==> src/rtl/egress_pkg.sv <==
// Shared definitions for the egress serializer: FSM encoding, frame geometry
// and destination codes, plus the frame-building helper.
package egress_pkg;

  typedef enum logic [1:0] {
    ST_IDLE  = 2'd0,
    ST_POP   = 2'd1,
    ST_LOAD  = 2'd2,
    ST_SHIFT = 2'd3
  } state_t;

  localparam int FRAME_W     = 8;
  localparam int SHIFT_CNT_W = 3;

  localparam logic DEST_D0 = 1'b0;
  localparam logic DEST_D1 = 1'b1;

  // Frame layout is {dest, even parity over the payload, payload[5:0]}.
  function automatic logic [FRAME_W-1:0] make_frame(input logic dest,
                                                    input logic [5:0] payload);
    return {dest, ^payload, payload};
  endfunction

endpackage

==> src/rtl/serializer_piso.sv <==
// Parallel-in serial-out shift register; emits the MSB first and shifts
// toward it, filling with zeros.
module serializer_piso
  import egress_pkg::*;
(
  input  logic               clk,
  input  logic               rst,
  input  logic               load,
  input  logic               shift,
  input  logic [FRAME_W-1:0] din,
  output logic               msb
);

  logic [FRAME_W-1:0] sh;

  always_ff @(posedge clk or posedge rst) begin
    if (rst) begin
      sh <= '0;
    end else if (load) begin
      sh <= din;
    end else if (shift) begin
      sh <= {sh[FRAME_W-2:0], 1'b0};
    end
  end

  assign msb = sh[FRAME_W-1];

endmodule

==> src/rtl/egress_serializer.sv <==
// Round-robin drain of two destination FIFOs into one MSB-first serial frame
// stream, with per-destination saturating frame counters.
module egress_serializer
  import egress_pkg::*;
#(
  parameter int data_width  = 6,
  parameter int count_width = 8
) (
  input  logic                   clk,
  input  logic                   reset,
  input  logic                   enable,
  input  logic                   empty_fifo_D0,
  input  logic                   empty_fifo_D1,
  input  logic [data_width-1:0]  data_out_D0,
  input  logic [data_width-1:0]  data_out_D1,
  output logic                   D0_pop,
  output logic                   D1_pop,
  output logic                   serial_out,
  output logic                   serial_valid,
  output logic                   frame_start,
  output logic                   idle_out,
  output logic [count_width-1:0] count_D0,
  output logic [count_width-1:0] count_D1,
  output logic [1:0]             fsm_state
);

  // FIFO handshake: empty=0 means a word is available; a one-cycle pop
  // consumes it and the word is presented on data_out the following cycle.
  // serial_valid qualifies serial_out; there is no backpressure on the stream.

  state_t                 state, next_state;
  logic                   sel;
  logic                   last_served;
  logic [SHIFT_CNT_W-1:0] bit_cnt;
  logic                   pick;
  logic                   any_ready;
  logic                   last_bit;
  logic                   decide;
  logic [5:0]             payload;
  logic                   piso_msb;

  assign any_ready = ~empty_fifo_D0 | ~empty_fifo_D1;
  assign last_bit  = (state == ST_SHIFT) && (bit_cnt == SHIFT_CNT_W'(FRAME_W - 1));
  // Empty flags only matter at these two decision points.
  assign decide    = enable && any_ready && ((state == ST_IDLE) || last_bit);

  always_comb begin
    pick = DEST_D0;
    if (last_served == DEST_D1) begin
      pick = empty_fifo_D0 ? DEST_D1 : DEST_D0;
    end else begin
      pick = empty_fifo_D1 ? DEST_D0 : DEST_D1;
    end
  end

  always_comb begin
    next_state = state;
    case (state)
      ST_IDLE:  if (decide) next_state = ST_POP;
      ST_POP:   next_state = ST_LOAD;
      ST_LOAD:  next_state = ST_SHIFT;
      ST_SHIFT: if (last_bit) next_state = decide ? ST_POP : ST_IDLE;
      default:  next_state = ST_IDLE;
    endcase
  end

  always_ff @(posedge clk or posedge reset) begin
    if (reset) begin
      state       <= ST_IDLE;
      sel         <= DEST_D0;
      last_served <= DEST_D1;
      bit_cnt     <= '0;
    end else begin
      state <= next_state;
      if (decide) begin
        sel         <= pick;
        last_served <= pick;
      end
      if (state == ST_LOAD) begin
        bit_cnt <= '0;
      end else if (state == ST_SHIFT) begin
        bit_cnt <= bit_cnt + 1'b1;
      end
    end
  end

  always_ff @(posedge clk or posedge reset) begin
    if (reset) begin
      count_D0 <= '0;
      count_D1 <= '0;
    end else if (state == ST_LOAD) begin
      if (sel == DEST_D0 && count_D0 != '1) count_D0 <= count_D0 + 1'b1;
      if (sel == DEST_D1 && count_D1 != '1) count_D1 <= count_D1 + 1'b1;
    end
  end

  assign payload = (sel == DEST_D1) ? data_out_D1[5:0] : data_out_D0[5:0];

  serializer_piso u_piso (
    .clk   (clk),
    .rst   (reset),
    .load  (state == ST_LOAD),
    .shift (state == ST_SHIFT),
    .din   (make_frame(sel, payload)),
    .msb   (piso_msb)
  );

  assign D0_pop       = (state == ST_POP) && (sel == DEST_D0);
  assign D1_pop       = (state == ST_POP) && (sel == DEST_D1);
  assign serial_valid = (state == ST_SHIFT);
  assign serial_out   = (state == ST_SHIFT) && piso_msb;
  assign frame_start  = (state == ST_SHIFT) && (bit_cnt == '0);
  assign idle_out     = (state == ST_IDLE);
  assign fsm_state    = state;

endmodule
==> config.mk <==
export PLATFORM = sky130hd
export DESIGN_NAME = egress_serializer
export DESIGN_NICKNAME = d
export VERILOG_FILES = /design/src/rtl/egress_pkg.sv /design/src/rtl/serializer_piso.sv /design/src/rtl/egress_serializer.sv
export SDC_FILE = /design/constraint.sdc
export NUM_CORES = 1
export LEC_CHECK = 0
export ABC_AREA = 1
export BUFFER_PORTS_ARGS = -buffer_cell sky130_fd_sc_hd__buf_2
export CORE_UTILIZATION = 45
export CTS_CLUSTER_SIZE = 14
export DETAILED_ROUTE_END_ITERATION = 12
export PLACE_DENSITY = 0.74
export SYNTH_ARGS = -nofsm -noshare
export SYNTH_HDL_FRONTEND = slang
export SYNTH_SLANG_ARGS = --single-unit
==> constraint.sdc <==
create_clock -name clk -period 1.8 [get_ports clk]
set_input_delay 0.36 -clock clk [delete_from_list [all_inputs] [get_ports clk]]
set_output_delay 0.36 -clock clk [all_outputs]
set_load 0.005 [all_outputs]
; ---- Yosys cells after proc, flatten, opt, wreduce, memory -nomap -nowiden
; Index checks and enable logic that the tools add are counted.
[op_classes]
n_addsub = 3
multipliers = 0
div = 0
magnitude_cmp = 0
n_eq_ne = 8
shift = 0
n_mux = 12
bitwise = 4
reduce_logical = 17
[op_table]
columns = op, n
row1 = adder 8 x 1 -> 8 bit (second input constant), 2
row2 = two-way mux 8 bit, 2
row3 = != test 8 bit (second input constant), 2
row4 = logical AND 1 bit, 9
row5 = one-hot mux 2 bit (4 select lines), 1
row6 = two-way mux 3 bit, 2
row7 = two-way mux 6 bit, 1
row8 = AND reduction 2 bit, 3
row9 = parity 6 bit, 1
row10 = == test 2 bit (second input constant), 2
row11 = two-way mux 1 bit, 4
row12 = two-way mux 2 bit, 2
row13 = != test 2 x 1 -> 1 bit (second input constant), 2
row14 = adder 3 x 1 -> 3 bit (second input constant), 1
row15 = == test 3 bit (second input constant), 1
row16 = zero test 3 bit, 1
row17 = NOT 1 bit, 3
row18 = == test 2 x 1 -> 1 bit (second input constant), 1
row19 = zero test 2 bit, 1
row20 = nonzero test 2 bit, 1
row21 = logical OR 1 bit, 1
row22 = bitwise OR 1 bit, 1
[word_totals]
ff_bits = 31
latchBits = 0
mem_bits_rw = 0
mem_bits_ro = 0
inputBits = 17
output_inout_bits = 24
n_memories = 0

; ---- Longest topological paths before layout
; Gate-level depths: netlist (run 1).
[depth]
ltp_word = 7
ltp_mapped = 11

; ---- Modules after synthesis
; A second synthesis (run 1) with hierarchy kept.
[hier_totals]
hier_cells = 269
hier_area_um2 = 1948.1
[modules_own_cells]
columns = mod, instances, cells_each, area_each_um2
row1 = egress_serializer, 1, 225, 1567.8
row2 = serializer_piso, 1, 44, 380.4

; ---- Worst setup path after synthesis (run 1)
; OpenSTA, ideal clock, no wires.
[synth_path]
path_kind = register to register
from = register state[0] (netlist: fsm_state[0])
to = register count_D0[3]
setup_time_ns = 0.125
t_arrival_ns = 1.434
required_ns = 1.675
slack_ns = 0.241
path_stages_with_launch = 11
path_buffers = 2
synth_period_minus_slack_ns = 1.559
path_cell_list = dfrtp_1 > inv_1 > ha_1 > buf_6 > inv_2 > nor2_2 > inv_1 > nor2_2 > buf_6 > nand2_4 > xnor2_2
[synth_between]
elab_chain_cells = 2
[synth_rtl]
columns = item, line
row1 = from (decl), egress_serializer.sv:31  ; state_t state, next_state;
row2 = from (signal assigned), egress_serializer.sv:74  ; state <= next_state;
row3 = == test 2 bit, egress_serializer.sv:91  ; end else if (state == ST_LOAD) begin
row4 = AND reduction 2 bit (no source line), -
row5 = to (signal assigned), egress_serializer.sv:92  ; if (sel == DEST_D0 && count_D0 != '1) count_D0 <= count_D0 + 1'b1;
row6 = to (decl), egress_serializer.sv:22  ; output logic [count_width-1:0] count_D0,
; Every way passes these cells.
; A chain may end at the register's enable or synchronous reset.

; ---- Final worst setup path (run 1)
[layout_path]
from = register state[0] (netlist: fsm_state[0])
to = output frame_start
[layout_between]
elab_chain_cells = 2
[layout_rtl]
columns = item, line
row1 = == test 2 bit, egress_serializer.sv:112  ; assign frame_start = (state == ST_SHIFT) && (bit_cnt == '0);
row2 = logical AND 1 bit, egress_serializer.sv:112
row3 = to (decl), egress_serializer.sv:20  ; output logic frame_start,
; Every way passes these cells.

==> impl_metrics.ini, run 1 <==
[sta]
setup_viol_count_final = 0
fin_worst_skew_ps = 6.16
slew_viol_final = 0
setup_ws_ps = 80.8
fin_crit_ps = 1720
worst_pin_slew_ps = 388
finalSetupTns_ps = 0
post-route-period-util_pct = 95.5
hold_viol_final = 0
maxSlewHeadroom_pct = 74.2
rsz0062_at_grt = no
max_freq_mhz = 582

[die]
pin_count = 41
fp.coreArea_um2 = 4060
die-area_um2 = 4560
die_x_um = 67.5
std_cell_rows = 23
start_util_pct = 47.6
die_y_um = 67.5

[worst_hold_path]
hold_class = primary input to asynchronous set/reset pin

[power_and_ir_drop]
power.leakage_nw = 1.29
power.density_nw_per_um2 = 1480
peakVddDrop_mv = 0.806

[synth]
synth_edf_count = 0
synth_top_family_by_area = simple AND/OR/NAND/NOR gates
synth_fa_ha_area_share_pct = 6.48
yosys-top-cells-area = dfrtp_1, nand2_1, inv_1
ys_async_sr_fraction_pct = 100
ys_ff_latch = 31
synthesis.area_um2 = 1930
syn_nets = 277
synth_top_cell_by_area = dfrtp_1
synth.top_cell.area_share_pct = 38.9
yosys.area_share.simple_pct = 23.6
synthMuxAreaShare_pct = 0
yosysWarningCount = 0
syn_avg_cell_area_um2 = 7.72
yosysMostFrequentCell = nand2_1
yosysSeqAreaShare_pct = 40.2
synth_xor_area_share_pct = 6.74
synth_compound_area_share_pct = 10.0
synth_flop_cell = dfrtp_1
synth_cell_types = 30
netlist_instances = 250
synthTopCellsByCount = nand2_1, inv_1, dfrtp_1, o21ai_0, xor2_1

[setup_path]
r2r_end = count_D0[0]
critPathLaunch = fsm_state[0]
ff2ff_path_depth = 8
endpoint_kind = output port
critical_path_buf_inv_count = 1
r2r_slack_ps = 180
cp_cell_sequence = ha_2 -> nand2_1 -> nor2_1 -> buf_2
required_ps = 1440
critPathKind = flop to output port
cpLargestDelayFamily = flip-flops
worstSetupStartpointType = flop
critPathArrivalTime_ps = 1360
reg2reg_from = fsm_state[0]
crit_path_max_fanout = 10
critPathSlowestCell = dfrtp_1
max_stage_delay_ps = 430

[global_routing]
grt_pass1_wl_um = 6420
grt_max_degree = 32
grt_pass1_vias = 1497
antenna_found_initial = 0
track_usage_pct = 18.9
overflow = 0

[routing]
dr.pass1.iters = 4
wl_um = 3620
avgViaCountPerCell = 4.66
drtIter0Drc = 67
wire_per_inst_um = 10.4
drc_errors = 0
ant_nets = 0
via_count = 1620

[placement]
io_buffers = 40
hpwlAfterDp_um = 2720
pre_cts_ws_ps = 91.6
dpl.cell_count = 340
gp_congestion = 0.746

[cells_and_area]
num_antenna_cells = 0
synthToLayoutAreaGrowth_pct = 19.4
drive_gt1_share_pct = 22.5
stdcell_count = 348
finalCoreUtilization_pct = 56.8
fin_nets = 324

[cts]
post-cts-setup-buffers = 0
h-tree-depth = 2
cts.path.max_buffers = 2
cts_root_buf = clkbuf_8
cts_buffers = 5
clk_pin_slew_worst_paths_ps = 70
cts.sinks = 31
cts_tree = done
clk-insertion-delay-late_ps = 290

[outcome]
status = complete, no violations

[run]
cap_violations = 0
## routing by layer
metal | GRT usage, % | share of wire [%]
met1 | 25.0 | 50
met2 | 29.7 | 45
met3 | 5.57 | 3.5
met4 | 5.59 | 1.4
met5 | 0 | 0
## sequential cells by signal (all words and copies together) (netlist names)
name         flops
bit_cnt          3
last_served      1
fsm_state        2
u_piso.sh        8
count_D1         8
sel              1
count_D0         8
## how the worst max path moves through the flow
stage,end,cells past startpoint
final,frame_start,4
after global routing,count_D0[0],8
after CTS,frame_start,4
after detailed placement,count_D0[0],8
after global placement,count_D0[0],8
after floorplan,count_D0[3],10
## final cells by class
cell class	instances	area, um^2
inverter	51	191
clock buffer	6	82.6
multi-input combinational	162	912
timing repair buffer	46	245
tap	50	62.6
fill	379	1750
sequential	31	777
clock inverter	2	35.0
## timing repair
action,4_1_cts,5_1_grt
setup endpoints to repair,0,7
hold buffers,0,0
endpoints found under the hold margin,0,0
resized for setup,0,2
## layout by cell type, fill, tap and decap left out, types with 2 or more instances in the layout
cell type	n
a21oi_1	2
buf_2	40
buf_4	6
clkbuf_8	6
dfrtp_1	30
ha_1	9
inv_1	50
nand2_1	76
nand3_1	5
nand4_1	3
nor2_1	10
nor2_2	2
nor3_1	4
o21ai_0	16
o21ai_1	3
o21ai_2	2
o221ai_1	5
o22ai_1	2
xnor2_1	2
xor2_1	11
## worst reg2reg max path, delay by kind of cell, from the launching register on
kind                       cells  cell delay, ps
adders and majority gates      1             210
DFF                            1             440
xor gates and xnor gates       1             140
buffers and inverters          4             470
and+or+nand+nor                2             300
## cells by family (layout without fill, tap and decap cells)
group / after synthesis / in the layout
AND/OR/NAND/NOR: 106 / 106
adder cells (fa/ha/maj): 10 / 10
buffers and inverters: 57 / 105
XOR/XNOR: 14 / 14
AO/OA/AOI/OAI: 32 / 32
flip-flops: 31 / 31
## power breakdown
| part | internal [mW] | switching [mW] | leakage [nW] |
|---|---|---|---|
| clock network | 0.448 | 0.265 | 0.0612 |
| logic | 0.632 | 0.921 | 0.828 |
| registers | 0.953 | 0.195 | 0.400 |
| total | 2.03 | 1.38 | 1.29 |
## through the flow
stage / area, um^2 / power, mW / hold WS [ps]
2_1_floorplan: 1930 / 2.28 / 460
5_1_grt: 2310 / 3.75 / 174
3_3_place_gp: 2180 / 2.67 / 458
6_report: 2310 / 3.41 / 136
4_1_cts: 2300 / 3.43 / 146
3_5_place_dp: 2180 / 2.70 / 459
(Power assumes the default switching activity.)
==> run 2: changes to the inputs <==
==> constraint.sdc (replaced) <==
create_clock -name clk -period 2.1 [get_ports clk]
set_input_delay 0.42 -clock clk [delete_from_list [all_inputs] [get_ports clk]]
set_output_delay 0.42 -clock clk [all_outputs]
set_load 0.005 [all_outputs]
==> impl_metrics.ini, run 2 (same netlist as run 1, synthesis figures left out) <==
[die]
start_util_pct = 47.6
die_x_um = 67.5
std_cell_rows = 23
fp.coreArea_um2 = 4060
die-area_um2 = 4560
die_y_um = 67.5
pin_count = 41

[setup_path]
critPathKind = flop to output port
required_ps = 1680
worstSetupStartpointType = flop
ff2ff_path_depth = 8
reg2reg_from = fsm_state[0]
endpoint_kind = output port
critPathArrivalTime_ps = 1440
crit_path_max_fanout = 10
r2r_slack_ps = 320
r2r_end = count_D0[6]

[cells_and_area]
layout_common_cells = nand2_1, inv_1, buf_2
top_regs = count_D0 (8), count_D1 (8), u_piso.sh (8)
synthToLayoutAreaGrowth_pct = 17.0
finish.instance_area_um2 = 2260
fin_nets = 321
final_common_cell = nand2_1
num_antenna_cells = 0
seqCellArea_um2 = 777
nFillCells = 386
finalCoreUtilization_pct = 55.7
stdcell_count = 345
multi_input_area_um2 = 905
drive_gt1_share_pct = 21.0

[sta]
fin_worst_skew_ps = 4.51
hold_slack_ps = 205
fin_crit_ps = 1860
maxSlewHeadroom_pct = 67.8
finalSetupTns_ps = 0
rsz0062_at_grt = no
max_freq_mhz = 537
slew_viol_final = 0
setup_ws_ps = 239
worst_pin_slew_ps = 482
hold_viol_final = 0
post-route-period-util_pct = 88.6
setup_viol_count_final = 0

[global_routing]
antenna_found_initial = 0
overflow = 0
track_usage_pct = 18.7
grt_pass1_wl_um = 6330
grt_max_degree = 32
grt_pass1_vias = 1528

[cts]
cts.path.max_buffers = 2
ctsResizeCount = 0
cts_hold_buf = 0
clk_pin_slew_worst_paths_ps = 60
h-tree-depth = 2
cts.sinks = 31
post-cts-setup-buffers = 0
cts_tree = done
clk-insertion-delay-late_ps = 280
cts_buffers = 5
cts_root_buf = clkbuf_8

[routing]
wire_per_inst_um = 10.4
dr.pass1.iters = 4
drc_errors = 0
avgViaCountPerCell = 4.81
ant_nets = 0
via_count = 1661
wl_um = 3600
drtIter0Drc = 62

[power_and_ir_drop]
power.leakage_nw = 1.27
power.density_nw_per_um2 = 1230
peakVddDrop_mv = 0.754
power_mw = 2.77

[placement]
hpwlAfterDp_um = 2730
dpl_cell_area_um2 = 2160
gp_congestion = 0.742
io_buffers = 40
dpl.cell_count = 337
pre_cts_ws_ps = 309

[worst_hold_path]
hold_class = primary input to asynchronous set/reset pin

[outcome]
status = complete, no violations

[run]
cap_violations = 0
## run 2: worst max-delay path by stage
stage / start / to / slack [ps]
floorplan: fsm_state[0] / count_D0[3] / 540
global placement: fsm_state[0] / count_D0[6] / 400
detailed placement: fsm_state[0] / count_D0[6] / 310
CTS: fsm_state[0] / frame_start / 230
global route: fsm_state[0] / count_D0[6] / 100
finish: fsm_state[0] / frame_start / 240
## run 2: area by class of cell
type | count | area share, %
sequential | 31 | 34.4
tap | 50 | 2.77
clock buffer | 8 | 4.43
inverter | 51 | 8.48
multi-input combinational | 162 | 40.1
timing repair buffer | 43 | 9.86
## run 2: worst max-delay path, cell delays in order (launching register included)
cell,delay [ps]
dfrtp_1,420
ha_1,380
nand2_1,100
nor2_1,130
buf_2,130
## run 2: per-layer routing
| metal | up-vias | share of wire (%) | GRT usage [%] |
|---|---|---|---|
| met2 | 31 | 47 | 31.1 |
| met5 | - | 0 | 0 |
| met1 | 757 | 48 | 23.1 |
| li1 | 866 | - | - |
| met3 | 7 | 3.9 | 5.24 |
| met4 | 0 | 1.3 | 6.38 |
## run 2: power breakdown
part           leakage [nW]  total, mW  switching [mW]  internal (mW)
Clock                0.0515      0.508           0.210          0.299
Sequential            0.400      0.997           0.179          0.817
Combinational         0.814       1.27           0.771          0.497
Total                  1.27       2.77            1.16           1.61
